## src/rtl/conv_window_addr_gen.sv

```systemverilog
`default_nettype none
// ============================================================================
//  Module   : conv_window_addr_gen
//  Brief    : Two-level strided address generator (row/col loop nest) that
//             streams linear feature-map addresses over a valid/ready port.
//             addr = base + row*pitch + col, with a shared row/col stride.
//  Options  : CONV_WINDOW_ADDR_GEN_ASSERT_EN - compiles runtime protocol
//             assertions, each gated by assert_on_i.
//  Revision : 1.0 - initial release
// ============================================================================
module conv_window_addr_gen #(
  parameter int ADDR_BITS = 16,
  parameter int DIM_BITS  = 8
) (
  input  logic                 clk_i,
  input  logic                 rst_ni,
  input  logic                 start_i,
  input  logic [ADDR_BITS-1:0] base_addr_i,
  input  logic [ADDR_BITS-1:0] pitch_i,
  input  logic [DIM_BITS-1:0]  cols_i,
  input  logic [DIM_BITS-1:0]  rows_i,
  input  logic [DIM_BITS-1:0]  stride_i,
  input  logic                 assert_on_i,
  output logic                 busy_o,
  output logic                 valid_o,
  input  logic                 ready_i,
  output logic [ADDR_BITS-1:0] addr_o,
  output logic [DIM_BITS-1:0]  row_o,
  output logic [DIM_BITS-1:0]  col_o,
  output logic                 last_o,
  output logic                 done_o
);

  typedef enum logic [1:0] {
    S_IDLE = 2'd0,
    S_LOAD = 2'd1,
    S_RUN  = 2'd2,
    S_DONE = 2'd3
  } state_t;

  state_t r_state;
  state_t w_state_nxt;

  // Latched configuration; live inputs are ignored once a scan starts.
  logic [ADDR_BITS-1:0] r_base;
  logic [ADDR_BITS-1:0] r_pitch;
  logic [DIM_BITS-1:0]  r_cols;
  logic [DIM_BITS-1:0]  r_rows;
  logic [DIM_BITS-1:0]  r_stride;

  // Loop-nest state.
  logic [ADDR_BITS-1:0] r_row_step;
  logic [ADDR_BITS-1:0] r_row_base;
  logic [DIM_BITS-1:0]  r_row;
  logic [DIM_BITS-1:0]  r_col;

  logic                 w_fire;
  logic                 w_empty;
  logic [DIM_BITS:0]    w_col_sum;
  logic [DIM_BITS:0]    w_row_sum;
  logic                 w_col_wrap;
  logic                 w_row_wrap;

  // One extra bit on the sums so col+stride / row+stride can never overflow
  // before the compare against the exclusive end.
  assign w_col_sum  = {1'b0, r_col} + {1'b0, r_stride};
  assign w_row_sum  = {1'b0, r_row} + {1'b0, r_stride};
  assign w_col_wrap = (w_col_sum >= {1'b0, r_cols});
  assign w_row_wrap = (w_row_sum >= {1'b0, r_rows});
  assign w_fire     = (r_state == S_RUN) && ready_i;
  assign w_empty    = (cols_i == '0) || (rows_i == '0);

  assign busy_o  = (r_state == S_LOAD) || (r_state == S_RUN);
  assign valid_o = (r_state == S_RUN);
  assign done_o  = (r_state == S_DONE);
  assign last_o  = valid_o && w_col_wrap && w_row_wrap;
  assign addr_o  = r_row_base + ADDR_BITS'(r_col);
  assign row_o   = r_row;
  assign col_o   = r_col;

  // State register.
  always_ff @(posedge clk_i or negedge rst_ni) begin
    if (!rst_ni) r_state <= S_IDLE;
    else         r_state <= w_state_nxt;
  end

  // Next-state logic: empty scans skip straight to DONE with no beats.
  always_comb begin
    w_state_nxt = r_state;
    case (r_state)
      S_IDLE: if (start_i) w_state_nxt = w_empty ? S_DONE : S_LOAD;
      S_LOAD: w_state_nxt = S_RUN;
      S_RUN:  if (w_fire && w_col_wrap && w_row_wrap) w_state_nxt = S_DONE;
      S_DONE: w_state_nxt = S_IDLE;
      default: w_state_nxt = S_IDLE;
    endcase
  end

  // Config latch and loop-nest counters; counters only move on a handshake,
  // which is what holds the outputs stable under backpressure.
  always_ff @(posedge clk_i or negedge rst_ni) begin
    if (!rst_ni) begin
      r_base     <= '0;
      r_pitch    <= '0;
      r_cols     <= '0;
      r_rows     <= '0;
      r_stride   <= '0;
      r_row_step <= '0;
      r_row_base <= '0;
      r_row      <= '0;
      r_col      <= '0;
    end else begin
      case (r_state)
        S_IDLE: begin
          if (start_i) begin
            r_base   <= base_addr_i;
            r_pitch  <= pitch_i;
            r_cols   <= cols_i;
            r_rows   <= rows_i;
            r_stride <= (stride_i == '0) ? DIM_BITS'(1) : stride_i;
          end
        end
        S_LOAD: begin
          r_row_step <= ADDR_BITS'(r_pitch * ADDR_BITS'(r_stride));
          r_row_base <= r_base;
          r_row      <= '0;
          r_col      <= '0;
        end
        S_RUN: begin
          if (ready_i) begin
            if (!w_col_wrap) begin
              r_col <= w_col_sum[DIM_BITS-1:0];
            end else if (!w_row_wrap) begin
              r_col      <= '0;
              r_row      <= w_row_sum[DIM_BITS-1:0];
              r_row_base <= r_row_base + r_row_step;
            end
          end
        end
        default: ;
      endcase
    end
  end

`ifdef CONV_WINDOW_ADDR_GEN_ASSERT_EN
  a_hold_stable: assert property (@(posedge clk_i) disable iff (!rst_ni || !assert_on_i)
    (valid_o && !ready_i) |=> ($stable(addr_o) && $stable(row_o) && $stable(col_o) && $stable(last_o)))
    else $error("stream outputs changed while stalled");

  a_valid_in_run: assert property (@(posedge clk_i) disable iff (!rst_ni || !assert_on_i)
    valid_o |-> (r_state == S_RUN))
    else $error("valid_o outside RUN");

  a_done_pulse: assert property (@(posedge clk_i) disable iff (!rst_ni || !assert_on_i)
    done_o |=> !done_o)
    else $error("done_o wider than one cycle");

  a_index_range: assert property (@(posedge clk_i) disable iff (!rst_ni || !assert_on_i)
    valid_o |-> ((row_o < r_rows) && (col_o < r_cols)))
    else $error("row/col index out of range");

  a_start_busy: assert property (@(posedge clk_i) disable iff (!rst_ni || !assert_on_i)
    !(start_i && busy_o))
    else $warning("start_i while busy is ignored");
`else
  logic w_unused_assert_on;
  assign w_unused_assert_on = assert_on_i;
`endif

endmodule
`default_nettype wire

```

## config.mk

```make
export PLATFORM = sky130hd
export DESIGN_NAME = conv_window_addr_gen
export DESIGN_NICKNAME = d
export VERILOG_FILES = /design/src/rtl/conv_window_addr_gen.sv
export SDC_FILE = /design/constraint.sdc
export NUM_CORES = 1
export LEC_CHECK = 0
export ABC_CLOCK_PERIOD_IN_PS = 13990
export CAP_MARGIN = 20
export CORE_MARGIN = 2
export CORE_UTILIZATION = 35
export CTS_CLUSTER_DIAMETER = 40
export CTS_CLUSTER_SIZE = 14
export DETAILED_ROUTE_END_ITERATION = 10
export PLACE_DENSITY = 0.51
export SLEW_MARGIN = 25
export SYNTH_ARGS = -nofsm -noshare
export SYNTH_HDL_FRONTEND = slang
export SYNTH_SLANG_ARGS = --single-unit
```

## constraint.sdc

```tcl
create_clock -name clk_i -period 13.99 [get_ports clk_i]
set_clock_uncertainty 0.15 [all_clocks]
set_input_delay 2.0985 -clock clk_i [delete_from_list [all_inputs] [get_ports clk_i]]
set_output_delay 2.0985 -clock clk_i [all_outputs]
set_load 0.05 [all_outputs]
```

==> flow_metrics.py <==
metrics = {
    "timing": {
        "worstMarginPinSlew_ns": 0.9105,
        "setup_viol": 0,
        "max_slew_margin": 0.3930,
        "fin_crit_sh": 0.4835,
        "finalHoldViolations": 0,
        "drv_slew": 0,
        "timing.fmax_mhz": 147.9,
        "setup_tns_ns": 0,
        "rsz0062_at_grt": "no",
        "min_period_ns": 6.763,
    },
    "synth": {
        "synth_most_common_cell": "inv_1",
        "synth_edf_count": 0,
        "synth.avg_cell_area_um2": 9.921,
        "synthesis.nets": 1126,
        "yosysWarningCount": 0,
        "synth_top_cell_by_area": "dfrtp_1",
        "async_flop_share": 1.000,
        "seq_area_frac_synth": 0.2916,
        "synth_cells": 917,
        "synth-main-ff-cell": "dfrtp_1",
        "synth_common_cells": "inv_1, dfrtp_1, ha_1",
        "ys_top_cells_by_area": "dfrtp_1, fa_1, ha_1",
        "synth_cell_type_count": 56,
        "synth_top_area_frac": 0.2916,
        "ys_ff_latch": 106,
        "synth_area_mm2": 0.009097,
    },
    "detailed_routing": {
        "wl_per_cell_um": 16.12,
        "drt_wl_total_um": 21630,
        "firstDrtPassIters": 4,
        "route.vias.total": 6553,
        "drt_iter0_markers": 241,
        "ant_nets": 0,
        "drt-vias-per-instance": 4.883,
        "drc": 0,
    },
    "place": {
        "dp_hpwl_um": 16670,
        "portBuffers": 95,
        "place.gp.congestion": 0.7644,
        "placed_cells": 1326,
        "placed_area_mm2": 0.01039,
    },
    "die": {
        "std_cell_rows": 59,
        "core_area_mm2": 0.02576,
        "die_w_um": 165.2,
        "pin_count": 97,
        "initial_utilization": 0.3531,
        "die_y_um": 165.2,
        "die_area_mm2": 0.02730,
    },
    "final_layout": {
        "fin_util": 0.4148,
        "final_nets": 1211,
        "drive_above_1_share": 0.1013,
        "antennaDiodeCount": 0,
        "final_cells": 1342,
        "n_fill_cell": 2562,
        "fin_area_mm2": 0.01069,
        "syn_to_final_growth_pct": 17.48,
    },
    "hold_path": {
        "min_from": "r_base[9]$_DFFE_PN0P_",
        "min_path_type": "reg2reg",
        "holdPathStages": 1,
        "min_to": "r_base[9]$_DFFE_PN0P_",
    },
    "setup_path": {
        "crit_chain": "ha_1 > a21o_1 > a21oi_1 > o21bai_1 > a21oi_1 > o21ai_0 > xor2_1 > ha_1 > nor4_1 > o21ai_0 > a41o_1 > a21oi_2 > nor3_1 > clkdlybuf4s50_1",
        "reg2reg_from": "r_stride[2]$_DFFE_PN0P_",
        "crit_buf_inv": 1,
        "endpoint_kind": "output pin",
        "crit_path_top_delay_cell": "dfrtp_1",
        "critPathKind": "reg2out",
        "critical_path_required_ns": 11.74,
        "reg2reg_depth": 16,
        "worstPathMaxFanout": 20,
        "path_delay_family": "compound AO/OA/AOI/OAI gates",
        "regToRegSetupSlack_ns": 8.81,
        "start_kind": "flip-flop",
        "r2r-end": "r_row_step[15]$_DFFE_PN0N_",
        "cp.depth": 14,
        "max_stage_delay_ns": 0.86,
        "arrival_ns": 4.51,
    },
    "clock_network": {
        "cts_tree": "done",
        "root_buffer": "clkbuf_16",
        "cts_buffers": 9,
        "clkSinkCount": 106,
        "path_clk_slew_ns": 0.08,
        "clkLatencyLatePin_ns": 0.36,
        "post-cts-setup-buffers": 0,
        "htree_levels": 3,
        "cts-resized-gates": 0,
        "hold_buffers": 0,
        "clock_path_buffers": 2,
    },
    "grt": {
        "grt_use_total": 0.1696,
        "grt_overflow": 0,
        "grt_pass1_vias": 6832,
        "grt_max_degree": 70,
        "antenna_found_initial": 0,
        "grt_pass1_wl_um": 35650,
    },
    "outcome": {
        "status": "finished clean",
    },
    "job": {
        "drv_cap": 0,
    },
}
[metrics by stage]
step,hold slack [ns],worst slack [ns]
4_1_cts,0.3623,7.095
2_1_floorplan,0.3094,8.151
3_5_place_dp,0.3430,7.519
3_3_place_gp,0.3398,7.561
6_report,0.3570,7.227
5_1_grt,0.3750,6.903
[layout make-up]
| type | count | area [µm²] | area share |
|---|---|---|---|
| Clock buffer | 10 | 239.0 | 0.02236 |
| Clock inverter | 6 | 55.05 | 0.005151 |
| Inverter | 116 | 435.4 | 0.04074 |
| Multi-Input combinational cell | 670 | 5908 | 0.5528 |
| Sequential cell | 106 | 2653 | 0.2482 |
| Tap cell | 335 | 419.2 | 0.03922 |
| Timing Repair Buffer | 99 | 978.4 | 0.09155 |
[cell families after synthesis]
family	count (synthesis)	share of synthesized area
and+or+nand+nor	232	0.1298
AOI/OAI and AO/OA	156	0.1126
adders and majority gates	148	0.2564
buffers and inverters	141	0.06051
DFF	106	0.2916
muxes	79	0.09614
xor gates and xnor gates	55	0.05295
[worst max-delay path by stage]
stage                            start      to  slack, ns
2_1_floorplan     col_o[0]$_DFFE_PN0P_  last_o       8.15
3_3_place_gp   r_stride[1]$_DFFE_PN0P_  last_o       7.56
3_5_place_dp   r_stride[1]$_DFFE_PN0P_  last_o       7.52
4_1_cts        r_stride[1]$_DFFE_PN0P_  last_o       7.10
5_1_grt        r_stride[1]$_DFFE_PN0P_  last_o       6.90
6_report       r_stride[1]$_DFFE_PN0P_  last_o       7.23
[registers in the layout, summed over array words and instances (netlist names)]
name and flops:
r_pitch 16, r_row_base 16, r_cols 8, r_rows 8
r_state 2, r_base 16, col_o 8, r_row_step 16
row_o 8, r_stride 8
[layer usage]
| layer | wire length, µm | vias up | track usage |
|---|---|---|---|
| met2 | 10150 | 83 | 0.2799 |
| met4 | 275 | 0 | 0.04269 |
| met1 | 10640 | 3211 | 0.2352 |
| met3 | 574 | 19 | 0.02323 |
| met5 | 0 | - | 0 |
| li1 | - | 3240 | - |
[layout by cell type, fill, tap and decap left out, drive strengths merged, types with 8 or more instances in the layout]
cell           instances
a211oi                 8
a21o                  12
a21oi                 46
a22o                   8
and2                  73
clkbuf                10
clkdlybuf4s50         94
dfrtp                106
fa                    64
ha                    84
inv                  120
mux2                  67
mux2i                 12
nand2                 55
nand3                 14
nor2                  45
nor2b                  9
nor3                  13
o21a                  11
o21ai                 39
xnor2                 41
xor2                  14
Power is not shown: default switching activity piles up to over one toggle a cycle in this logic, so the estimate is an artifact.
